## config.mk

```make
export PLATFORM = sky130hd
export DESIGN_NAME = minv_mdiv_seq
export DESIGN_NICKNAME = d
export VERILOG_FILES = /design/src/rtl/minv_mdiv_seq.sv
export SDC_FILE = /design/constraint.sdc
export NUM_CORES = 1
export LEC_CHECK = 0
export CORE_MARGIN = 2
export CORE_UTILIZATION = 40
export CTS_CLUSTER_DIAMETER = 120
export CTS_CLUSTER_SIZE = 28
export DETAILED_ROUTE_END_ITERATION = 7
export PLACE_DENSITY = 0.81
export RECOVER_POWER = 100
export SYNTH_ARGS = -nofsm -noshare
export SYNTH_HDL_FRONTEND = slang
export SYNTH_SLANG_ARGS = --single-unit
```

## constraint.sdc

```tcl
create_clock -name clk -period 2.6 [get_ports clk]
set_input_delay 0.26 -clock clk [delete_from_list [all_inputs] [get_ports clk]]
set_output_delay 0.26 -clock clk [all_outputs]
set_load 0.01 [all_outputs]
```

## src/rtl/minv_mdiv_seq.sv

```systemverilog
// minv_mdiv_seq
// Host-side sequencer for the 256-bit modular inverse/division engine.
// It accepts one command, streams the operands (P, A and, for division, B)
// into the engine one 16-bit word per handshake, and pulses the engine start.
// It then waits for engine ready under a watchdog and streams the selected
// result register back to the host. This block owns every engine strobe.
//
// Ports
//   clk, rst                  clock, asynchronous active-high reset
//   cmd_valid/cmd_op          command request (1 = inverse, 0 = division)
//   cmd_ready                 high only while idle
//   wr_valid/wr_data          operand words, least-significant word first
//   wr_ready                  high while loading P/A/B
//   rd_valid/rd_data/rd_last  result words, least-significant word first
//   rd_ready                  host accepts a result word
//   busy, err                 not idle; sticky watchdog timeout
//   eng_*                     engine data, strobes, mode, taps, ready, flag
module minv_mdiv_seq #(
  parameter int WORDS   = 16,
  parameter int TIMEOUT = 8192
) (
  input  logic        clk,
  input  logic        rst,
  input  logic        cmd_valid,
  input  logic        cmd_op,
  output logic        cmd_ready,
  input  logic        wr_valid,
  input  logic [15:0] wr_data,
  output logic        wr_ready,
  output logic        rd_valid,
  output logic [15:0] rd_data,
  output logic        rd_last,
  input  logic        rd_ready,
  output logic        busy,
  output logic        err,
  output logic [15:0] eng_datain,
  output logic        eng_loadp,
  output logic        eng_loada,
  output logic        eng_loadb,
  output logic        eng_en,
  output logic        eng_minv_mdiv,
  output logic        eng_outx1,
  output logic        eng_outx2,
  input  logic [15:0] eng_x1out,
  input  logic [15:0] eng_x2out,
  input  logic        eng_rdy,
  input  logic        eng_flag
);

  localparam int CW  = (WORDS > 1) ? $clog2(WORDS) : 1;
  localparam int WDW = $clog2(TIMEOUT + 1);

  localparam logic [CW-1:0]  LAST_IDX = CW'(WORDS - 1);
  localparam logic [WDW-1:0] WD_LAST  = WDW'(TIMEOUT - 1);
  localparam logic [WDW-1:0] WD_MAX   = WDW'(TIMEOUT);

  typedef enum logic [2:0] {
    S_IDLE,
    S_LOAD_P,
    S_LOAD_A,
    S_LOAD_B,
    S_START,
    S_WAIT,
    S_READ
  } state_t;

  state_t         state_q, state_d;
  logic [CW-1:0]  cnt_q, cnt_d;
  logic [WDW-1:0] wd_q, wd_d;
  logic           mode_q, mode_d;
  logic           sel_q, sel_d;
  logic           err_q, err_d;

  logic in_load;
  logic in_read;
  logic wr_fire;
  logic rd_fire;
  logic last_word;

  assign in_load   = (state_q == S_LOAD_P) || (state_q == S_LOAD_A) ||
                     (state_q == S_LOAD_B);
  assign in_read   = (state_q == S_READ);
  assign wr_fire   = in_load && wr_valid;
  assign rd_fire   = in_read && rd_ready;
  assign last_word = (cnt_q == LAST_IDX);

  always_comb begin
    state_d = state_q;
    cnt_d   = cnt_q;
    wd_d    = wd_q;
    mode_d  = mode_q;
    sel_d   = sel_q;
    err_d   = err_q;

    case (state_q)
      S_IDLE: begin
        if (cmd_valid) begin
          mode_d  = cmd_op;
          err_d   = 1'b0;
          cnt_d   = '0;
          state_d = S_LOAD_P;
        end
      end

      S_LOAD_P, S_LOAD_A, S_LOAD_B: begin
        if (wr_fire) begin
          if (last_word) begin
            cnt_d = '0;
            // Inverse mode has no B operand, so it goes straight to start.
            if (state_q == S_LOAD_P) begin
              state_d = S_LOAD_A;
            end else if ((state_q == S_LOAD_A) && !mode_q) begin
              state_d = S_LOAD_B;
            end else begin
              state_d = S_START;
            end
          end else begin
            cnt_d = cnt_q + CW'(1);
          end
        end
      end

      S_START: begin
        wd_d    = '0;
        state_d = S_WAIT;
      end

      S_WAIT: begin
        // wd_q == 0 marks the first WAIT cycle: a ready still high from the
        // previous operation is ignored there. The watchdog never returns
        // to zero inside WAIT because it saturates.
        if ((wd_q != '0) && eng_rdy) begin
          sel_d   = eng_flag;
          cnt_d   = '0;
          state_d = S_READ;
        end else if (wd_q == WD_LAST) begin
          err_d   = 1'b1;
          state_d = S_IDLE;
        end
        if (wd_q != WD_MAX) begin
          wd_d = wd_q + WDW'(1);
        end
      end

      S_READ: begin
        if (rd_fire) begin
          if (last_word) begin
            cnt_d   = '0;
            state_d = S_IDLE;
          end else begin
            cnt_d = cnt_q + CW'(1);
          end
        end
      end

      default: begin
        state_d = S_IDLE;
      end
    endcase
  end

  always_ff @(posedge clk or posedge rst) begin
    if (rst) begin
      state_q <= S_IDLE;
      cnt_q   <= '0;
      wd_q    <= '0;
      mode_q  <= 1'b0;
      sel_q   <= 1'b0;
      err_q   <= 1'b0;
    end else begin
      state_q <= state_d;
      cnt_q   <= cnt_d;
      wd_q    <= wd_d;
      mode_q  <= mode_d;
      sel_q   <= sel_d;
      err_q   <= err_d;
    end
  end

  // Host-facing status decoded from the registered state.
  assign cmd_ready     = (state_q == S_IDLE);
  assign busy          = (state_q != S_IDLE);
  assign wr_ready      = in_load;
  assign rd_valid      = in_read;
  assign rd_last       = in_read && last_word;
  assign err           = err_q;

  // Data paths are forced to zero outside their phases so idle/reset
  // outputs stay quiet regardless of what the host or engine drives.
  assign eng_datain    = in_load ? wr_data : 16'h0000;
  assign rd_data       = in_read ? (sel_q ? eng_x2out : eng_x1out) : 16'h0000;

  // Engine strobes: at most one per cycle, each qualified by its handshake.
  assign eng_loadp     = (state_q == S_LOAD_P) && wr_valid;
  assign eng_loada     = (state_q == S_LOAD_A) && wr_valid;
  assign eng_loadb     = (state_q == S_LOAD_B) && wr_valid;
  assign eng_en        = (state_q == S_START);
  assign eng_outx1     = rd_fire && !sel_q;
  assign eng_outx2     = rd_fire && sel_q;
  assign eng_minv_mdiv = mode_q;

endmodule

```

==> results.md, run 1 <==
* Status: finished, final reports clean
* Flops & latches, synth at 24
* Nets at 400
* Gpl congestion at 0.828
* Area growth syn-to-layout at 58.6%
* Clock sinks at 24
* Core region area at 0.00469 mm2
* Adder-Cell Fraction of Synth Area at 1.93%
* Placed Cells at 390
* HPWL after detailed placement at 4770 um
* Worst R2R Setup Slack at 540 ps
* DRC errors left at 0
* Final core utilization at 65.7%
* Drt pass-1 iters at 5
* Post-synth EDFFs at 0
* Top post-synthesis cells by area: dfrtp_1 (31%), mux2i_1 (10%), nor2_1 (6.2%)
* Post-Synth Simple-Gate Area at 36.1%
* Mapped Cells at 241
* Slew Viols, Final at 0
* Initial antenna violation count at 0
* DRT Wirelength at 5940 um
* Critical path endpoint: eng_outx1
* Post-Synth XOR/XNOR Area at 1.35%
* Num CTS Buffers at 3
* Fin cells at 394
* Depth of the worst hold-timing path at 1
* Final hold violations at 0
* Cell area after placement at ~0.0030 mm2
* Routed vias/inst at 5.55
* Hold_buf cts at 0
* Syn_nets at 300
* Mean Syn Cell Area at ~8.1 um2
* R2R cell count at 6
* Final Critical Period at 2450 ps
* Power per cell area at around 830 mW/mm2
* Count leader, synth: nor2_1
* Vias in the first global route at between 2,000 and 2,500
* Synth area leader: dfrtp_1
* Total power at ~2.6 mW
* MaxCap Viol Count at 0
* Commonest cells post-synth: nor2_1 (32), dfrtp_1 (24), mux2i_1 (20), and2_1 (19), nand2_1 (17)
* Number of distinct library cells after synthesis at 46
* Die area at 0.00543 mm2
* Top cell type's share of synthesized area at 30.9%
* Worst Setup End Kind: output port
* Hold Slack at roughly 520 ps
* Ratio of cells with drive above 1 in the final layout at 6.18%
* Post-synthesis mux area share at 11.5%
* Global Route Usage Sum at 23.0%
* I/O pin count at between 100 and 150
* Crit path kind: register to output port
* Largest family of logic cells by synthesized area: simple AND/OR/NAND/NOR gates
* Max H-tree Level at 1
* Slew margin rel. at 11.9%
* Worst slew pin tran at 1320 ps
* Worst EP arrival at 2190 ps
* Reg clk slew, reported paths at 90 ps
* Global route overflow at 0
* Row cnt at 25
* Worst Setup Slack, final at 149 ps
* Cell Area, Synth at between 0.0015 and 0.002 mm2
* Number of I/O port buffers at 100
* Peak supply drop at 0.686 mV
* Max Clk Rate at a little over 400 MHz
* Leak at 1.26 nW
* First-pass GRT wire length at 9740 um
* Clk_skew at 2.60 ps
* Die Y at around 74 um
* Worst setup SP type: register
* Post-DR wirelength/cell at 15.1 um
* Post-route setup TNS at 0 ps
* Final setup violation count at 0
* Crit share post-route at 94.3%
* Crit Path Max Fanout at 17
* Largest net degree at the start of global routing at 25
* Synth warn at 0
* Vias post-DR at 2,187
* Crit path launch: state_q[0]
* Starting DRC count in detailed routing at between 100 and 150
* Die W at 73.7 um
* CTS Root Cell: clkbuf_8
* Hold WC Path Type: register to register
* Final Cell Area at 0.00308 mm2
* Clk_lat worst skew at around 270 ps
* Complex-gate fraction of the synthesized area at 13.4%
* Sequential area share after synthesis at 30.9%
* ANT cells at 0
* Synth async-reset ratio at 100%
* CP Data Required Time at 2340 ps
* Pre-CTS WS at approximately 330 ps
* Critical R2R Capture: sel_q
* TritonCTS clock tree: done
* Antenna Nets Post-Route at 0
* Post-synth top flop: dfrtp_1
* Clock tree buffer depth at 2
* RR Startpoint: wd_q[0]
* Initial Util at 41.4%
==> area by class of cell <==
type	instances	area, um2
Timing Repair Buffer	107	1050
Clock buffer	3	41.3
Clock inverter	1	30.0
Multi-Input combinational cell	194	1250
Tap cell	54	67.6
Inverter	11	41.3
Sequential cell	24	602
Fill cell	381	1610
==> critical path: stages (launching register included) <==
cell and delay [ps]:
dfrtp_1 420, nand2b_1 180, or2_2 430, inv_1 150, nand2_1 60, nor2_1 80, clkdlybuf4s50_1 590
==> layer usage <==
layer,wire length [um],vias up,part of all wire [%],track usage [%]
met5,0,-,0,0
met4,96,0,1.6,3.84
met3,502,10,8.4,6.04
met2,3040,107,51,39.3
met1,2310,1007,39,29.5
li1,-,1063,-,-
==> state kept, by name (all words and copies together) (netlist names) <==
| signal | count |
|---|---|
| sel_q | 1 |
| state_q | 3 |
| eng_minv_mdiv | 1 |
| wd_q | 14 |
| err | 1 |
| cnt_q | 4 |
==> cell usage in the layout (no fill, tap or decap), drive strengths merged, types with 5 or more instances in the layout <==
cell and count:
nand3 9, nor2 32, nor4 6, nand2 17, buf 6, and2 19
o21ai 10, o31ai 5, clkdlybuf4s50 97, nor3 6, dfrtp 24, or4 5
nand4 5, inv 11, a21oi 8, mux2i 20
==> logic make-up (layout without fill, tap and decap cells) <==
group | count (synthesis) | after routing
buffers and inverters | 23 | 122
and+or+nand+nor | 126 | 126
DFF | 24 | 24
muxes | 22 | 22
xor gates and xnor gates | 3 | 3
adders and majority gates | 3 | 3
AOI/OAI and AO/OA | 40 | 40
==> power breakdown <==
part	internal, mW	switching, mW	total, mW	leakage (nW)
Combinational	0.831	0.756	1.59	0.909
Clock	0.206	0.132	0.338	0.0357
Sequential	0.463	0.170	0.633	0.318
==> how the worst min path moves through the flow <==
| stage | from | end |
|---|---|---|
| floorplan | rst | cnt_q[0] |
| global placement | cnt_q[3] | cnt_q[3] |
| detailed placement | cnt_q[0] | cnt_q[0] |
| CTS | rst | eng_minv_mdiv |
| global route | cnt_q[3] | cnt_q[3] |
| finish | cnt_q[0] | cnt_q[0] |
==> timing repair <==
action	CTS	global route
setup buffers	0	0
resized for setup	0	2
setup endpoints to repair	0	17
endpoints found under the hold margin	0	0
Power figures use the tool's default switching activity.
==> run 2: changes to the inputs <==
- CORE_UTILIZATION: 40 -> 36
- PLACE_DENSITY: 0.81 -> 0.77
- clock period: 2.6 -> 2.2 ns (I/O delays scaled with it)
==> run 2 against run 1 <==
Critical path depth decreased by 2. Highest routed layer unchanged. Clock-buffer cell count unchanged. Critical path type unchanged. Largest cell class unchanged. Global-route usage decreased by 3.2 points.
==> results.md, run 2 (synthesized netlist as in run 1, its figures left out) <==
* Status: finished, final reports clean (unchanged)
* Worst EP arrival at 1900 ps (was 2190 ps)
* Final hold violations at 0 (unchanged)
* Slew margin rel. at 13.4% (was 11.9%)
* Worst path top cell family by delay: buffers and inverters (was simple AND/OR/NAND/NOR gates)
* First-pass GRT wire length at 9860 um (was 9740 um)
* Initial antenna violation count at 0 (unchanged)
* Crit path kind: register to output port (unchanged)
* Leak at 1.36 nW (was 1.26 nW)
* CTS Root Cell: clkbuf_8 (unchanged)
* Num CTS Buffers at 3 (unchanged)
* Crit Path Max Fanout at 11 (was 17)
* DRT Wirelength at 5920 um (was 5940 um)
* Hold_buf cts at 0 (unchanged)
* Vias in the first global route at 2,185 (was 2,022)
* Final setup violation count at 0 (unchanged)
* Worst Setup End Kind: output port (unchanged)
* Row cnt at 26 (was 25)
* Number of cells on the critical path at 4 (was 6)
* Post-route setup TNS at 0 ps (unchanged)
* Die Y at 77.5 um (was 73.7 um)
* Worst R2R Setup Slack at 150 ps (was 540 ps)
* Worst Setup Slack, final at 79.7 ps (was 149 ps)
* CP Data Required Time at 1980 ps (was 2340 ps)
* Most frequent cells in the layout: clkdlybuf4s50_1 (80), nor2_1 (31), dfrtp_1 (22), mux2i_1 (20), nand2_1 (17) (was clkdlybuf4s50_1 (97), nor2_1 (31), dfrtp_1 (23), mux2i_1 (20), and2_1 (19))
* Clk_lat worst skew at 280 ps (was 270 ps)
* Core region area at 0.00517 mm2 (was 0.00469 mm2)
* Starting DRC count in detailed routing at 83 (was 114)
* RR Startpoint: wd_q[8] (was wd_q[0])
* Drt pass-1 iters at 4 (was 5)
* Reg clk slew, reported paths at 80 ps (was 90 ps)
* Top reg by flops: wd_q (unchanged)
* Global Route Usage Sum at 19.8% (was 23.0%)
* Hold WC Path Type: register to register (unchanged)
* Max Clk Rate at 472 MHz
* Vias post-DR at 2,210 (was 2,187)
* Worst slew pin tran at 1300 ps (was 1320 ps)
* Clk_skew at 16.4 ps (was 2.60 ps)
* Number of I/O port buffers at 100 (unchanged)
* Largest regs: wd_q x14, cnt_q x4, state_q x3 (unchanged)
* Antenna Nets Post-Route at 0 (unchanged)
* Die area at 0.00600 mm2 (was 0.00543 mm2)
* Most common cell after layout, fill and taps aside: clkdlybuf4s50_1 (unchanged)
* Routed vias/inst at 5.29 (was 5.55)
* Nets at 408 (was 400)
* Initial Util at 37.6% (was 41.4%)
* Worst setup SP type: register (unchanged)
* Final Cell Area at 0.00314 mm2 (was 0.00308 mm2)
* HPWL after detailed placement at 4690 um (was 4770 um)
* Clock sinks at 24 (unchanged)
* Area growth syn-to-layout at 61.5% (was 58.6%)
* Slew Viols, Final at 0 (unchanged)
* Slowest-stage cell, CP: dlygate4sd3_1 (was clkdlybuf4s50_1)
* I/O pin count at 101 (unchanged)
* Crit share post-route at 96.4%
* Power per cell area at 982 mW/mm2 (was 830 mW/mm2)
* Cells along the critical path: nand2b_1, or2_4, nor2_1, dlygate4sd3_1 (was nand2b_1, or2_2, inv_1, nand2_1, nor2_1, clkdlybuf4s50_1)
* Largest net degree at the start of global routing at 25 (unchanged)
* Post-DR wirelength/cell at 14.2 um (was 15.1 um)
* R2R cell count at 5 (was 6)
* Worst stage delay on the critical path at 620 ps (was 590 ps)
* Crit path launch: state_q[0] (unchanged)
* MaxCap Viol Count at 0 (unchanged)
* Final Critical Period at 2120 ps
* DRC errors left at 0 (unchanged)
* Critical path endpoint: rd_data[13] (was eng_outx1)
* TritonCTS clock tree: done (unchanged)
* Global route overflow at 0 (unchanged)
* Gpl congestion at 0.858 (was 0.828)
* Pre-CTS WS at 112 ps (was 327 ps)
* Critical R2R Capture: wd_q[5] (was sel_q)
* RSZ-0062 raised after global routing: no
* Clock tree buffer depth at 2 (unchanged)
* ANT cells at 0 (unchanged)
* Buf+Inv Stages, Crit Path at 1 (was 2)
* Die W at 77.5 um (was 73.7 um)
* Max reg flops at 14 (unchanged)
* Multi-input logic area at 0.00125 mm2 (about the same)
* FF+latch area at 603 um2 (was 602 um2)
* Fill cells at 467 (was 381)
* Cell area after placement at 0.00309 mm2 (was 0.00301 mm2)
* Ratio of cells with drive above 1 in the final layout at 6.90% (was 6.18%)
* Peak supply drop at 0.691 mV (was 0.686 mV)
* Max H-tree Level at 1 (unchanged)
==> run 2: worst register-to-register path: cells and delay by family, from the launching register on <==
kind	cells	cell delay, ps
buffers and inverters	1	290
DFF	1	450
muxes	1	140
and+or+nand+nor	3	1050
==> run 2: stage by stage <==
step	total power, mW	hold WS, ps	utilization [%]	instances
floorplan	1.79	235	-	241
global placement	2.66	478	59.7	413
detailed placement	2.68	504	59.7	413
CTS	3.09	297	60.9	417
global route	3.30	544	60.7	418
finish	3.08	513	60.7	418
==> run 2: final cells by class <==
cell class / instances / area share (%)
Sequential cell: 24 / 19.2
Multi-Input combinational cell: 194 / 39.9
Timing Repair Buffer: 115 / 34.5
Inverter: 11 / 1.32
Clock buffer: 3 / 1.32
Tap cell: 70 / 2.79
Clock inverter: 1 / 0.957
==> run 2: worst min path at each step <==
stage / from / to / slack [ps] / cells after the start
4_1_cts: rst / wd_q[8] / 300 / 3
5_1_grt: cnt_q[0] / cnt_q[0] / 540 / 1
2_1_floorplan: rst / cnt_q[0] / 230 / 1
3_3_place_gp: cnt_q[3] / cnt_q[3] / 480 / 1
6_report: cnt_q[3] / cnt_q[3] / 510 / 1
3_5_place_dp: cnt_q[3] / cnt_q[3] / 500 / 1
==> run 2: power breakdown <==
part | switching (mW) | leakage (nW) | internal [mW]
clock network | 0.152 | 0.0357 | 0.244
logic | 0.991 | 1.01 | 1.01
registers | 0.134 | 0.316 | 0.551
==> run 2: timing repair <==
action	4_1_cts	5_1_grt
cloned	0	0
resized for setup	12	3
endpoints found under the setup margin	37	17
buffers inserted	0	1
pin swaps	0	0
==> run 2: layer usage <==
layer,vias to the layer above,GRT usage [%],share of wire [%]
met5,-,0,0
met4,0,3.93,1.7
met3,16,4.53,6.3
met2,92,35.9,50
met1,1018,23.8,42
li1,1084,-,-
